**src/rtl/fcmp_arb_if.sv**
```systemverilog
// Bus bundle for the two-requester float-compare arbiter: two request
// channels and one result channel.
interface fcmp_arb_if;
  logic        req0_valid;
  logic        req0_ready;
  logic [1:0]  req0_op;
  logic [31:0] req0_x1;
  logic [31:0] req0_x2;

  logic        req1_valid;
  logic        req1_ready;
  logic [1:0]  req1_op;
  logic [31:0] req1_x1;
  logic [31:0] req1_x2;

  logic        resp_valid;
  logic        resp_ready;
  logic [31:0] resp_data;
  logic        resp_id;

  modport master (
    output req0_valid, req0_op, req0_x1, req0_x2,
    input  req0_ready,
    output req1_valid, req1_op, req1_x1, req1_x2,
    input  req1_ready,
    input  resp_valid, resp_data, resp_id,
    output resp_ready
  );

  modport slave (
    input  req0_valid, req0_op, req0_x1, req0_x2,
    output req0_ready,
    input  req1_valid, req1_op, req1_x1, req1_x2,
    output req1_ready,
    output resp_valid, resp_data, resp_id,
    input  resp_ready
  );
endinterface

```
**src/rtl/fcmp_arb.sv**
```systemverilog
// Two requesters share one single-precision compare datapath (feq/flt/fle)
// and a one-entry result register, arbitrated round-robin.
module fcmp_arb (
  input  logic        clk,
  input  logic        rstn,
  fcmp_arb_if.slave   bus,
  output logic        dbg_full,
  output logic        dbg_last_grant
);

  // Handshake: a channel transfers on any rising edge where valid & ready;
  // the sender holds valid and payload stable until that edge, and ready
  // never depends on payload.

  typedef enum logic {
    S_EMPTY = 1'b0,
    S_FULL  = 1'b1
  } state_e;

  state_e      state;
  logic        last_grant;
  logic [31:0] data_q;
  logic        id_q;

  logic        slot_free;
  logic        grant0;
  logic        grant1;
  logic        xfer;

  logic [1:0]  sel_op;
  logic [31:0] sel_x1;
  logic [31:0] sel_x2;
  logic [31:0] key1;
  logic [31:0] key2;
  logic        outcome;

  // Monotonic unsigned key: both zeros collapse to the midpoint, positives
  // sit above it, negatives below with magnitude order inverted.
  function automatic logic [31:0] fkey(input logic [31:0] v);
    logic [31:0] k;
    if (v[30:0] == 31'd0)
      k = {1'b1, 31'd0};
    else if (!v[31])
      k = {1'b1, v[30:0]};
    else
      k = {1'b0, ~v[30:0]};
    return k;
  endfunction

  assign slot_free = (state == S_EMPTY) | bus.resp_ready;

  always_comb begin
    grant0 = 1'b0;
    grant1 = 1'b0;
    if (rstn && slot_free) begin
      if (bus.req0_valid && !bus.req1_valid) begin
        grant0 = 1'b1;
      end else if (!bus.req0_valid && bus.req1_valid) begin
        grant1 = 1'b1;
      end else if (bus.req0_valid && bus.req1_valid) begin
        if (last_grant) grant0 = 1'b1;
        else            grant1 = 1'b1;
      end
    end
  end

  assign xfer = grant0 | grant1;

  always_comb begin
    if (grant1) begin
      sel_op = bus.req1_op;
      sel_x1 = bus.req1_x1;
      sel_x2 = bus.req1_x2;
    end else begin
      sel_op = bus.req0_op;
      sel_x1 = bus.req0_x1;
      sel_x2 = bus.req0_x2;
    end
  end

  assign key1 = fkey(sel_x1);
  assign key2 = fkey(sel_x2);

  always_comb begin
    outcome = 1'b0;
    case (sel_op)
      2'b00:   outcome = (key1 == key2);
      2'b01:   outcome = (key1 <  key2);
      2'b10:   outcome = (key1 <= key2);
      default: outcome = 1'b0;
    endcase
  end

  // Result register FSM; a drain and a transfer in the same cycle keep it
  // FULL with the new result, giving one compare per cycle.
  always_ff @(posedge clk or negedge rstn) begin
    if (!rstn) begin
      state      <= S_EMPTY;
      data_q     <= 32'd0;
      id_q       <= 1'b0;
      last_grant <= 1'b1;
    end else begin
      if (xfer) begin
        data_q     <= {31'd0, outcome};
        id_q       <= grant1;
        last_grant <= grant1;
      end
      case (state)
        S_EMPTY: if (xfer) state <= S_FULL;
        S_FULL:  if (!xfer && bus.resp_ready) state <= S_EMPTY;
        default: state <= S_EMPTY;
      endcase
    end
  end

  assign bus.req0_ready = grant0;
  assign bus.req1_ready = grant1;
  assign bus.resp_valid = (state == S_FULL);
  assign bus.resp_data  = data_q;
  assign bus.resp_id    = id_q;

  assign dbg_full       = (state == S_FULL);
  assign dbg_last_grant = last_grant;

endmodule

```
**src/flat_wrapper.sv**
```systemverilog
// flat-port wrapper written by rule: the top's interface ports become plain ports
module fcmp_arb_flat 
  (clk, rstn, dbg_full, dbg_last_grant, bus_req0_valid, bus_req0_op, bus_req0_x1, bus_req0_x2, bus_req0_ready, bus_req1_valid, bus_req1_op, bus_req1_x1, bus_req1_x2, bus_req1_ready, bus_resp_valid, bus_resp_data, bus_resp_id, bus_resp_ready);
  fcmp_arb_if bus_i ();
  input  logic clk;
  input  logic rstn;
  output logic dbg_full;
  output logic dbg_last_grant;
  input wire logic [$bits(bus_i.req0_valid)-1:0] bus_req0_valid;
  input wire logic [$bits(bus_i.req0_op)-1:0] bus_req0_op;
  input wire logic [$bits(bus_i.req0_x1)-1:0] bus_req0_x1;
  input wire logic [$bits(bus_i.req0_x2)-1:0] bus_req0_x2;
  output wire logic [$bits(bus_i.req0_ready)-1:0] bus_req0_ready;
  input wire logic [$bits(bus_i.req1_valid)-1:0] bus_req1_valid;
  input wire logic [$bits(bus_i.req1_op)-1:0] bus_req1_op;
  input wire logic [$bits(bus_i.req1_x1)-1:0] bus_req1_x1;
  input wire logic [$bits(bus_i.req1_x2)-1:0] bus_req1_x2;
  output wire logic [$bits(bus_i.req1_ready)-1:0] bus_req1_ready;
  output wire logic [$bits(bus_i.resp_valid)-1:0] bus_resp_valid;
  output wire logic [$bits(bus_i.resp_data)-1:0] bus_resp_data;
  output wire logic [$bits(bus_i.resp_id)-1:0] bus_resp_id;
  input wire logic [$bits(bus_i.resp_ready)-1:0] bus_resp_ready;
  assign bus_i.req0_valid = bus_req0_valid;
  assign bus_i.req0_op = bus_req0_op;
  assign bus_i.req0_x1 = bus_req0_x1;
  assign bus_i.req0_x2 = bus_req0_x2;
  assign bus_req0_ready = bus_i.req0_ready;
  assign bus_i.req1_valid = bus_req1_valid;
  assign bus_i.req1_op = bus_req1_op;
  assign bus_i.req1_x1 = bus_req1_x1;
  assign bus_i.req1_x2 = bus_req1_x2;
  assign bus_req1_ready = bus_i.req1_ready;
  assign bus_resp_valid = bus_i.resp_valid;
  assign bus_resp_data = bus_i.resp_data;
  assign bus_resp_id = bus_i.resp_id;
  assign bus_i.resp_ready = bus_resp_ready;
  fcmp_arb u_core (.clk(clk), .rstn(rstn), .bus(bus_i), .dbg_full(dbg_full), .dbg_last_grant(dbg_last_grant));
endmodule
```
**config.mk**
```make
export PLATFORM = sky130hd
export DESIGN_NAME = fcmp_arb_flat
export DESIGN_NICKNAME = d
export VERILOG_FILES = /design/src/rtl/fcmp_arb_if.sv /design/src/rtl/fcmp_arb.sv /design/src/flat_wrapper.sv
export SDC_FILE = /design/constraint.sdc
export NUM_CORES = 1
export LEC_CHECK = 0
export ABC_CLOCK_PERIOD_IN_PS = 7700
export BUFFER_PORTS_ARGS = -buffer_cell sky130_fd_sc_hd__buf_4
export CELL_PAD_IN_SITES_DETAIL_PLACEMENT = 1
export CELL_PAD_IN_SITES_GLOBAL_PLACEMENT = 2
export CORE_ASPECT_RATIO = 1.2
export CORE_UTILIZATION = 26
export DETAILED_ROUTE_END_ITERATION = 12
export PLACE_DENSITY = 0.94
export SYNTH_ARGS = -nofsm -noshare
export SYNTH_HDL_FRONTEND = slang
export SYNTH_SLANG_ARGS = --single-unit
```
**constraint.sdc**
```tcl
create_clock -name clk -period 7.7 [get_ports clk]
set_clock_uncertainty 0.05 [all_clocks]
set_input_delay 1.54 -clock clk [delete_from_list [all_inputs] [get_ports clk]]
set_output_delay 1.54 -clock clk [all_outputs]
set_load 0.02 [all_outputs]
```
# == Word-level counts from Yosys, hierarchy flattened ==
# Index checks and enable logic that the tools add are counted.
# classes
n_lt_le_gt_ge,2
eq_ne,3
muxes,21
n_bitwise,5
n_reduce_logical,11
# op_table
operator,n
$mux 32,6
$logic_not 31->1,2
$not 31->31,2
$eq 32x32->1,1
$le 32x32->1,1
$lt 32x32->1,1
$mux 1,12
$logic_and 1x1->1,5
$logic_not 1->1,3
$pmux 1 s3,1
$eq 2x1->1 const B,1
$eq 2x2->1 const B,1
$logic_not 2->1,1
$mux 2,1
$or 1x1->1,2
$pmux 1 s2,1
$not 1->1,1
# word_totals
ff_bits,4
inputBits,137
output_inout_bits,38
word_cells,46

# == Longest topological paths before layout ==
# Gate-level depths: netlist of run 1.
# depth
depth_word,11
ltp_mapped,14
depth_no_buf,12

# == Worst setup path before layout of run 1 ==
# No wires, ideal clock.
# synth_timing
path_type,input to register
from,in bus_resp_ready
to,"reg u_core.data_q[0], in the netlist u_core.bus.resp_data[0]"
setup_ns,0.120
arrival_ns,3.958
required_time_ns,7.530
setup_slack_ns,3.572
stages,13
path_buffers,2
path_cell_list,nand2b_4 nand4_4 buf_6 buf_6 mux2i_1 xor2_1 nand2_1 ha_1 nand4_1 nor4_1 nand2_1 o221a_2 a31o_2
# synth_between
elab_chain_cells,9
elab_cells_between_ends,23
classes_between,order compare: 2; eq/ne: 3; mux: 10; bitwise: 4; reduce/logical: 4
# synth_lines
element,line_no,source
"start, declared",flat_wrapper.sv:22,input wire logic [$bits(bus_i.resp_ready)-1:0] bus_resp_ready;
$or 1x1->1 (*),fcmp_arb.sv:50,assign slot_free = (state == S_EMPTY) | bus.resp_ready;
$logic_and 1x1->1 (*),fcmp_arb.sv:55,if (rstn && slot_free) begin
branches (longest 7 deep; another with $le 32x32->1),--,
"end signal, assigned",fcmp_arb.sv:104,"data_q <= {31'd0, outcome};"
"end, declared",fcmp_arb.sv:22,logic [31:0] data_q;
# Mark *: on every way between the ends.
# A chain may end at the register's enable or synchronous reset.

# == Worst setup path in the final report of run 1 ==
# layout_timing
from,in bus_req0_valid
to,"reg u_core.data_q[0], in the netlist u_core.bus.resp_data[0]"
# layout_between
elab_chain_cells,11
elab_cells_between_ends,31
classes_between,order compare: 2; eq/ne: 3; mux: 16; bitwise: 3; reduce/logical: 7
# layout_lines
element,line_no,source
"start, declared",flat_wrapper.sv:9,input wire logic [$bits(bus_i.req0_valid)-1:0] bus_req0_valid;
branches (longest 11 deep; another with $le 32x32->1),--,
# Several ways; the timed one is not identified.

==> flow_summary.yaml, run 1 <==
synthesis:
  synth_edf_count: 0
  synth_compound_area_share_pct: 6.769
  ys_top_cells_by_area: "mux2i_1 (20%), ha_1 (13%), xnor2_1 (9.0%)"
  synth_seq_cells: 4
  synth_area_um2: 3105
  synthTopCellsByCount: "mux2i_1 (62), nand2_1 (42), buf_4 (37)"
  synth_cell_types: 43
  async_flop_share_pct: 100.0
  synth_fa_ha_area_share_pct: 12.89
  ys_seq_area_share_pct: 3.263
  synth.most_common_cell: "mux2i_1"
  syn_inst: 397
  synthMuxAreaShare_pct: 21.80
  synth_top_family_by_area: "simple AND/OR/NAND/NOR gates"
  synth_top_cell_area_share_pct: 19.98
  yosysTopAreaCell: "mux2i_1"
  synthXorXnorAreaFrac_pct: 17.77
  syn_area_per_cell_um2: 7.822
  yosys_warnings: 0
  synth_top_flop_cell: "dfrtp_1"
  synthSimpleGateAreaFrac_pct: 22.93
detailed_routing:
  via_per_inst: 4.753
  dr.pass1.iters: 4
  avgRoutedWirePerCell_um: 15.64
  drt_iter0_drc: 36
  finalWirelength_um: 10680
  vias: 3246
  postRouteAntennaNets: 0
  drc_errors: 0
clock_network:
  cts_resized: 0
  cts_tree: "yes"
  htreeDepth: 1
  clock_sinks: 4
  cts.reportedPaths.clkPinSlew_ns: 0.03
  clk_path_buf_depth: 2
  cts_setup_buffers: 0
  root_buffer: "clkbuf_16"
  cts_hold_buf: 0
  clk_latency_ns: 0.23
  cts_buffers: 3
timing:
  rsz0062_at_grt: "no"
  slew_viol_final: 0
  max_slew_margin_pct: 26.90
  fin_tns_setup_ns: 0
  fin_crit_sh_pct: 72.52
  max_slew.worst_pin.slew_ns: 1.094
  fmax_mhz: 179.1
  hold_viol: 0
  min_period_ns: 5.584
  fin_ws_ns: 2.116
  setup_viol_count_final: 0
global_route:
  grt_pass1_wl_um: 16240
  grtUsageTotal_pct: 16.98
  antenna_found_initial: 0
  first_global_vias: 3499
  grt_overflow_total: 0
  grt_max_degree: 46
run_status:
  run_status: "completed"
power_and_ir_drop:
  power.leakage_nw: 2.317
  vdd_drop_max_uv: 51.68
  power.density_nw_per_um2: 117.9
finish:
  multi_input_area_um2: 2668
  syn2layout_area_growth_pct: 34.49
  diodes: 0
  finalInstanceArea_um2: 4177
  fillers: 1484
  final_nets: 696
  drive_above_1_share_pct: 30.61
  seqCellArea_um2: 101.3
  final_util_pct: 35.94
placement:
  io_buffers: 143
  place_congestion: 0.7648
  place_area_um2: 4098
  place_hpwl_um: 9509
  pre_cts_slack_ns: 1.832
critical_path:
  cp.arrival_ns: 5.65
  cp-end-kind: "register"
  crit_path_start_kind: "primary input"
  crit_type: "primary input to register"
  crit_fanout: 45
  cp.required_ns: 7.77
floorplanning:
  fp.dieH_um: 121.7
  num_rows: 43
  coreArea_um2: 11620
  start_util_pct: 26.72
  die_w_um: 101.8
  ios: 175
  dieArea_um2: 12390
min_path:
  hold_path.class: "register to register"
flow_run:
  cap_violations: 0
[stage by stage]
stage | total power, mW | cells | hold slack (ns)
after floorplan | 0.2909 | 427 | 0.4536
after global placement | 0.3965 | 679 | 0.4158
after detailed placement | 0.4112 | 679 | 0.4212
after CTS | 0.4998 | 683 | 0.4289
after global routing | 0.5416 | 683 | 0.4558
final | 0.4923 | 683 | 0.4290
[layout by cell type (no fill, tap or decap), types with 3 or more instances in the layout]
cell type	netlist	routed
conb_1	1	31
nand3_1	4	4
buf_4	37	147
nor3_1	10	10
ha_1	32	32
inv_1	6	6
mux2i_1	62	62
xnor2_1	32	32
clkbuf_16	0	3
o31ai_1	3	3
dfrtp_1	3	3
nor4_1	29	29
a21oi_1	11	11
a21o_1	3	3
o21ai_0	3	3
xor2_1	31	31
nor2_1	33	33
nand2_1	42	42
nand4_1	15	15
[power by group]
part | total (mW) | switching, mW | internal (mW)
clock network | 0.0856 | 0.0170 | 0.0686
logic | 0.372 | 0.197 | 0.175
registers | 0.0348 | 0.00658 | 0.0282
[per-layer routing]
layer	track usage, %	vias up	wire, um	share of wire, %
met4	4.891	0	208	1.9
li1	-	1621	-	-
met1	16.20	1511	3733	35
met5	0	-	0	0
met3	1.320	14	472	4.4
met2	36.78	100	6268	59
[cell families after synthesis]
| logic type | Yosys count |
|---|---|
| xor gates and xnor gates | 63 |
| buffers and inverters | 59 |
| other | 1 |
| AOI/OAI and AO/OA | 31 |
| and+or+nand+nor | 142 |
| muxes | 65 |
| adders and majority gates | 32 |
| DFF | 4 |
[final timing paths]
path                       cells after the start                               from                             endpoint  slack [ns]
max                                           12                     bus_req0_valid  u_core.bus.resp_data[0]$_DFFE_PN0P_        2.12
min                                            2  u_core.dbg_last_grant$_DFFE_PN1P_    u_core.dbg_last_grant$_DFFE_PN1P_        0.43
max reg2reg                                   11    u_core.bus.resp_valid$_DFF_PN0_  u_core.bus.resp_data[0]$_DFFE_PN0P_        3.14
min reg2reg                                    2  u_core.dbg_last_grant$_DFFE_PN1P_    u_core.dbg_last_grant$_DFFE_PN1P_        0.43
max in group asynchronous                      1                               rstn    u_core.dbg_last_grant$_DFFE_PN1P_        6.31
min in group asynchronous                      1                               rstn       u_core.bus.resp_id$_DFFE_PN0P_        1.07
[area by class of cell]
| class | count | area share [%] |
|---|---|---|
| Tap cell | 157 | 4.703 |
| Timing Repair Buffer | 147 | 26.42 |
| Inverter | 7 | 0.6890 |
| Sequential cell | 4 | 2.427 |
| Multi-Input combinational cell | 364 | 63.87 |
| Clock buffer | 4 | 1.887 |
[registers in the layout (all words and copies together), names as in the netlist]
signal / flops
u_core.bus.resp_data: 1
u_core.bus.resp_id: 1
u_core.bus.resp_valid: 1
u_core.dbg_last_grant: 1
[critical path, cell delays in order]
cell and delay (ns):
buf_4 0.12, nand2_1 0.10, nand4_4 0.85, nor3_1 0.49, or2_1 0.76, nor2_1 0.18
ha_1 0.38, nand4_1 0.13, nor4_1 0.49, nand2_1 0.12, o221a_2 0.25, a31o_2 0.24
No activity file was read; power rests on OpenSTA's default activity.
==> run 2, diff against run 1 <==
Settings changed: ABC_AREA set to 1, ABC_CLOCK_PERIOD_IN_PS 7700 to 5100, CORE_UTILIZATION 26 to 21, PLACE_DENSITY 0.94 to 0.84.
Clock period 7.7 ns to 5.1 ns, I/O delays scaled along.
==> flow_summary.yaml, run 2 <==
synthesis:
  ys_seq_area_share_pct: 2.627
  synthXorXnorAreaFrac_pct: 14.08
  async_flop_share_pct: 100.0
  syn_area_per_cell_um2: 5.664
  yosys_warnings: 0
  synth_area_um2: 3857
  synth_top_cell_area_share_pct: 26.57
  yosysTopAreaCell: "nand2_1"
  synthTopCellsByCount: "nand2_1 (273), inv_1 (122), buf_4 (39)"
  synthMuxAreaShare_pct: 0
  synth_compound_area_share_pct: 13.62
  synthSimpleGateAreaFrac_pct: 33.25
  synth_fa_ha_area_share_pct: 10.38
  synth.most_common_cell: "nand2_1"
  syn_inst: 681
  ys_top_cells_by_area: "nand2_1 (27%), inv_1 (12%), ha_1 (10%)"
  synth_top_family_by_area: "simple AND/OR/NAND/NOR gates"
  synth_top_flop_cell: "dfrtp_1"
  synth_cell_types: 32
  synth_edf_count: 0
  synth_seq_cells: 4
clock_network:
  root_buffer: "clkbuf_16"
  htreeDepth: 1
  cts_setup_buffers: 0
  clk_path_buf_depth: 2
  cts.reportedPaths.clkPinSlew_ns: 0.03
  cts_hold_buf: 0
  cts_buffers: 3
  cts_tree: "yes"
  clk_latency_ns: 0.23
  clock_sinks: 4
  cts_resized: 0
flow_run:
  cap_violations: 0
timing:
  min_period_ns: 4.127
  slew_viol_final: 0
  max_slew.worst_pin.slew_ns: 0.9102
  fin_tns_setup_ns: 0
  fmax_mhz: 242.3
  rsz0062_at_grt: "no"
  max_slew_margin_pct: 39.09
  setup_viol_count_final: 0
  fin_crit_sh_pct: 80.92
  hold_viol: 0
floorplanning:
  coreArea_um2: 17770
  dieArea_um2: 18920
  fp.dieH_um: 150.5
  die_w_um: 125.7
  num_rows: 53
  ios: 175
  start_util_pct: 21.71
detailed_routing:
  dr.pass1.iters: 4
  drt_iter0_drc: 104
  drc_errors: 0
  avgRoutedWirePerCell_um: 12.47
  finalWirelength_um: 12770
  postRouteAntennaNets: 0
  vias: 4148
  via_per_inst: 4.051
placement:
  dp_cells: 1020
  io_buffers: 143
  place_congestion: 0.7789
  place_hpwl_um: 10790
power_and_ir_drop:
  pwr-share-comb_pct: 80.3
  vdd_drop_max_uv: 64.80
  swShare_pct: 49.30
  p_seq_share_pct: 5.7
  switchingPower_uw: 450.2
  p_int_uw: 463.0
  pwr-share-clk_pct: 14.1
  power.leakage_nw: 2.978
  power.density_nw_per_um2: 184.1
finish:
  diodes: 0
  fillers: 2375
  drive_above_1_share_pct: 24.75
  final_util_pct: 27.91
  mostFrequentLayoutCells: "nand2_1 (273), buf_4 (147), inv_1 (122), xor2_1 (32), ha_1 (32)"
  final_common_cell: "nand2_1"
  final_nets: 974
  multi_input_area_um2: 2880
  syn2layout_area_growth_pct: 28.61
  layout.cells.non_filler: 1024
  seqCellArea_um2: 101.3
run_status:
  run_status: "completed"
critical_path:
  max_stage_delay_ns: 0.42
  cp.arrival_ns: 4.22
  cp.required_ns: 5.20
  crit_type: "primary input to register"
  cp_slowest_cell: "buf_4"
  crit_buf_inv: 4
  cp-end-kind: "register"
  crit_path_start_kind: "primary input"
  cp_common_cell: "nand2_1"
  crit_fanout: 71
  crit_chain: "buf_4 -> inv_1 -> nand2_2 -> nand2_4 -> nor2_4 -> buf_12 -> nand2_1 -> nand2_1 -> nand2_1 -> nor2_1 -> nand2_1 -> nor2_4 -> buf_4 -> nand2_1 -> nand2_1 -> ha_1 -> nand2_1 -> nor2_1 -> nand4_1 -> nor2_1 -> a31oi_1 -> a21oi_1"
  path_delay_family: "simple AND/OR/NAND/NOR gates"
global_route:
  grt_pass1_wl_um: 20700
  antenna_found_initial: 0
  grt_overflow_total: 0
  grtUsageTotal_pct: 13.63
  first_global_vias: 4294
  grt_max_degree: 72
min_path:
  hold_path.class: "register to register"
run 2: metal layers:
layer  GRT usage, %  share of wire [%]
met1          14.82                 40
met2          29.42                 57
met3         0.7107                3.1
met4         0.9146               0.28
met5              0                  0
run 2: area by class of cell:
type,count,share of cell area [%]
inverter,123,9.306
timing repair buffer,150,23.46
tap,220,5.549
sequential,4,2.043
multi-input combinational,523,58.06
clock buffer,4,1.589
run 2: worst register-to-register path, delay by kind of cell (launching register included):
family | cells | cell delay, ns
compound gates | 2 | 0.28
simple gates | 15 | 1.95
flops | 1 | 0.55
fa+ha+maj | 1 | 0.17
buf+inv | 3 | 0.73
run 2: power groups by stage:
stage	Sequential [mW]	Combinational (mW)	Clock [mW]
after detailed placement	0.0518	0.746	0
after floorplan	0.0622	0.535	0
after global routing	0.0530	0.843	0.133
after CTS	0.0518	0.752	0.129
final	0.0518	0.733	0.129
after global placement	0.0523	0.737	0
run 2: kinds of logic after synthesis:
kind of cell               after synthesis
and+or+nand+nor                        323
buffers and inverters                  184
AOI/OAI and AO/OA                       75
xor gates and xnor gates                62
adders and majority gates               32
DFF                                      4
other                                    1
run 2: worst paths after layout:
| kind | start | end | slack, ns | cells after the start |
|---|---|---|---|---|
| setup / recovery | bus_resp_ready | u_core.bus.resp_data[0]$_DFFE_PN0P_ | 0.97 | 22 |
| hold / removal | u_core.dbg_last_grant$_DFFE_PN1P_ | u_core.dbg_last_grant$_DFFE_PN1P_ | 0.44 | 2 |
| setup reg to reg | u_core.dbg_last_grant$_DFFE_PN1P_ | u_core.bus.resp_data[0]$_DFFE_PN0P_ | 1.30 | 21 |
| hold reg to reg | u_core.dbg_last_grant$_DFFE_PN1P_ | u_core.dbg_last_grant$_DFFE_PN1P_ | 0.44 | 2 |
| max in group asynchronous | rstn | u_core.dbg_last_grant$_DFFE_PN1P_ | 4.24 | 1 |
| min in group asynchronous | rstn | u_core.bus.resp_valid$_DFF_PN0_ | 0.55 | 1 |
run 2: per-stage QoR:
stage | setup WS [ns] | hold WS, ns | area (um2) | power, mW
2_1_floorplan | 1.703 | 0.4623 | 3970 | 0.5973
6_report | 0.9732 | 0.4408 | 4961 | 0.9133
3_3_place_gp | 0.7881 | 0.4355 | 4882 | 0.7896
3_5_place_dp | 0.6969 | 0.4383 | 4882 | 0.7983
4_1_cts | 0.9103 | 0.4447 | 4961 | 0.9327
5_1_grt | 0.5191 | 0.4573 | 4961 | 1.028
==> run 3, diff against run 2 <==
Settings changed: ABC_CLOCK_PERIOD_IN_PS 5100 to 4130, CORE_UTILIZATION 21 to 23, PLACE_DENSITY 0.84 to 0.87.
Clock period 5.1 ns to 4.13 ns, I/O delays scaled along.
==> flow_summary.yaml, run 3 (same netlist as run 2, synthesis figures left out) <==
detailed_routing:
  dr.pass1.iters: 4
  via_per_inst: 4.181
  postRouteAntennaNets: 0
  vias: 4269
  avgRoutedWirePerCell_um: 12.28
  finalWirelength_um: 12540
  drt_iter0_drc: 76
  drc_errors: 0
finish:
  layout.cells.non_filler: 1021
  drive_above_1_share_pct: 25.22
  syn2layout_area_growth_pct: 30.94
  final_common_cell: "nand2_1"
  fillers: 2245
  diodes: 0
  final_nets: 979
  mostFrequentLayoutCells: "nand2_1 (273), buf_4 (147), inv_1 (122), xor2_1 (32), ha_1 (32)"
floorplanning:
  coreArea_um2: 16340
  fp.dieH_um: 143.9
  num_rows: 51
  die_w_um: 120.2
  ios: 175
  start_util_pct: 23.61
  dieArea_um2: 17300
critical_path:
  cp-end-kind: "register"
  crit_chain: "buf_4 -> inv_1 -> nand2_2 -> nand2_4 -> nor2_4 -> buf_4 -> nand2_1 -> nand2_1 -> nand2_1 -> nor2_1 -> nand2_1 -> nor2_4 -> buf_12 -> a21oi_2 -> ha_1 -> nand2_1 -> inv_1 -> o21bai_1 -> a21oi_1 -> nor2_1 -> nand2_1 -> nand2_1 -> nand2_1 -> a21oi_1"
  cp.arrival_ns: 3.79
  r2r_cells: 23
  cp_common_cell: "nand2_1"
  crit_path_start: "bus_resp_ready"
  max_stage_delay_ns: 0.32
  crit_path_end: "u_core.bus.resp_data[0]$_DFFE_PN0P_"
  cp.depth: 24
  cp_slowest_cell: "ha_1"
  crit_buf_inv: 5
  ff2ff_setup_slack_ns: 0.62
  crit_fanout: 31
  crit_path_start_kind: "primary input"
  timing.rr.start: "u_core.dbg_last_grant$_DFFE_PN1P_"
  path_delay_family: "simple AND/OR/NAND/NOR gates"
  cp.required_ns: 4.23
  rr_endpoint: "u_core.bus.resp_data[0]$_DFFE_PN0P_"
  crit_type: "primary input to register"
timing:
  fmax_mhz: 270.5
  hold_viol: 0
  fin_tns_setup_ns: 0
  rsz0062_at_grt: "no"
  max_slew.worst_pin.slew_ns: 0.6442
  min_period_ns: 3.696
  slew_viol_final: 0
  fin_crit_sh_pct: 89.50
  fin_ws_ns: 0.4338
  setup_viol_count_final: 0
  max_slew_margin_pct: 56.89
clock_network:
  clk_path_buf_depth: 2
  cts_resized: 0
  cts_hold_buf: 0
  cts_buffers: 3
  root_buffer: "clkbuf_16"
  clock_sinks: 4
  clk_latency_ns: 0.23
  cts_tree: "yes"
  htreeDepth: 1
  cts_setup_buffers: 0
  cts.reportedPaths.clkPinSlew_ns: 0.03
global_route:
  grt_overflow_total: 0
  antenna_found_initial: 0
  grtUsageTotal_pct: 14.91
  first_global_vias: 4479
  grt_max_degree: 45
  grt_pass1_wl_um: 20710
run_status:
  run_status: "completed"
placement:
  place_hpwl_um: 10880
  pre_cts_slack_ns: 0.1921
  dp_cells: 1017
  place_congestion: 0.7896
  io_buffers: 143
power_and_ir_drop:
  power.total_mw: 1.134
  power.leakage_nw: 3.023
  power.density_nw_per_um2: 224.4
  vdd_drop_max_uv: 95.93
flow_run:
  cap_violations: 0
min_path:
  hold_path.class: "primary input to async pin"
==> run 3: cell count changes in the layout (fill, tap and decap cells not counted) <==
cell    change
buf_12      +5
==> run 3: how the worst min path moves through the flow <==
stage / endpoint / slack [ns] / cells after the start
6_report: u_core.bus.resp_valid$_DFF_PN0_ / 0.35 / 1
5_1_grt: u_core.bus.resp_valid$_DFF_PN0_ / 0.35 / 1
4_1_cts: u_core.bus.resp_valid$_DFF_PN0_ / 0.35 / 1
3_5_place_dp: u_core.bus.resp_id$_DFFE_PN0P_ / 0.44 / 2
3_3_place_gp: u_core.dbg_last_grant$_DFFE_PN1P_ / 0.43 / 2
2_1_floorplan: u_core.dbg_last_grant$_DFFE_PN1P_ / 0.46 / 2
==> run 3: worst reg2reg max path, delay by kind of cell (launching register included) <==
family | cells | cell delay (ns)
AND/OR/NAND/NOR | 14 | 1.44
flip-flops | 1 | 0.55
adder cells (fa/ha/maj) | 1 | 0.32
buffers and inverters | 4 | 0.59
AO/OA/AOI/OAI | 4 | 0.47
==> run 3: power by group <==
part           switching [mW]  internal (mW)  leakage (nW)
Clock                  0.0315          0.128        0.0382
Combinational           0.508          0.401          2.94
Sequential             0.0121         0.0532        0.0460
Total                   0.552          0.582          3.02
==> run 3: per-layer routing <==
layer  routed length [um]  global-route usage (%)
met2                 7225                   32.79
met4                  225                   3.314
met5                    0                       0
met1                 4631                   14.62
met3                  454                  0.9921
==> run 3: through the flow <==
stage,instance area (um2),util (%),hold slack (ns)
CTS,5051,30.92,0.3500
global placement,4972,30.44,0.4315
finish,5051,30.92,0.3500
detailed placement,4972,30.44,0.4432
floorplan,3970,-,0.4623
global route,5051,30.92,0.3472
==> run 3: area by class of cell <==
cell class | count | area (um2) | share of cell area (%)
Timing Repair Buffer | 155 | 1264 | 25.02
Clock buffer | 4 | 78.83 | 1.561
Tap cell | 212 | 265.3 | 5.251
Inverter | 123 | 461.7 | 9.140
Sequential cell | 4 | 101.3 | 2.006
Multi-Input combinational cell | 523 | 2880 | 57.02
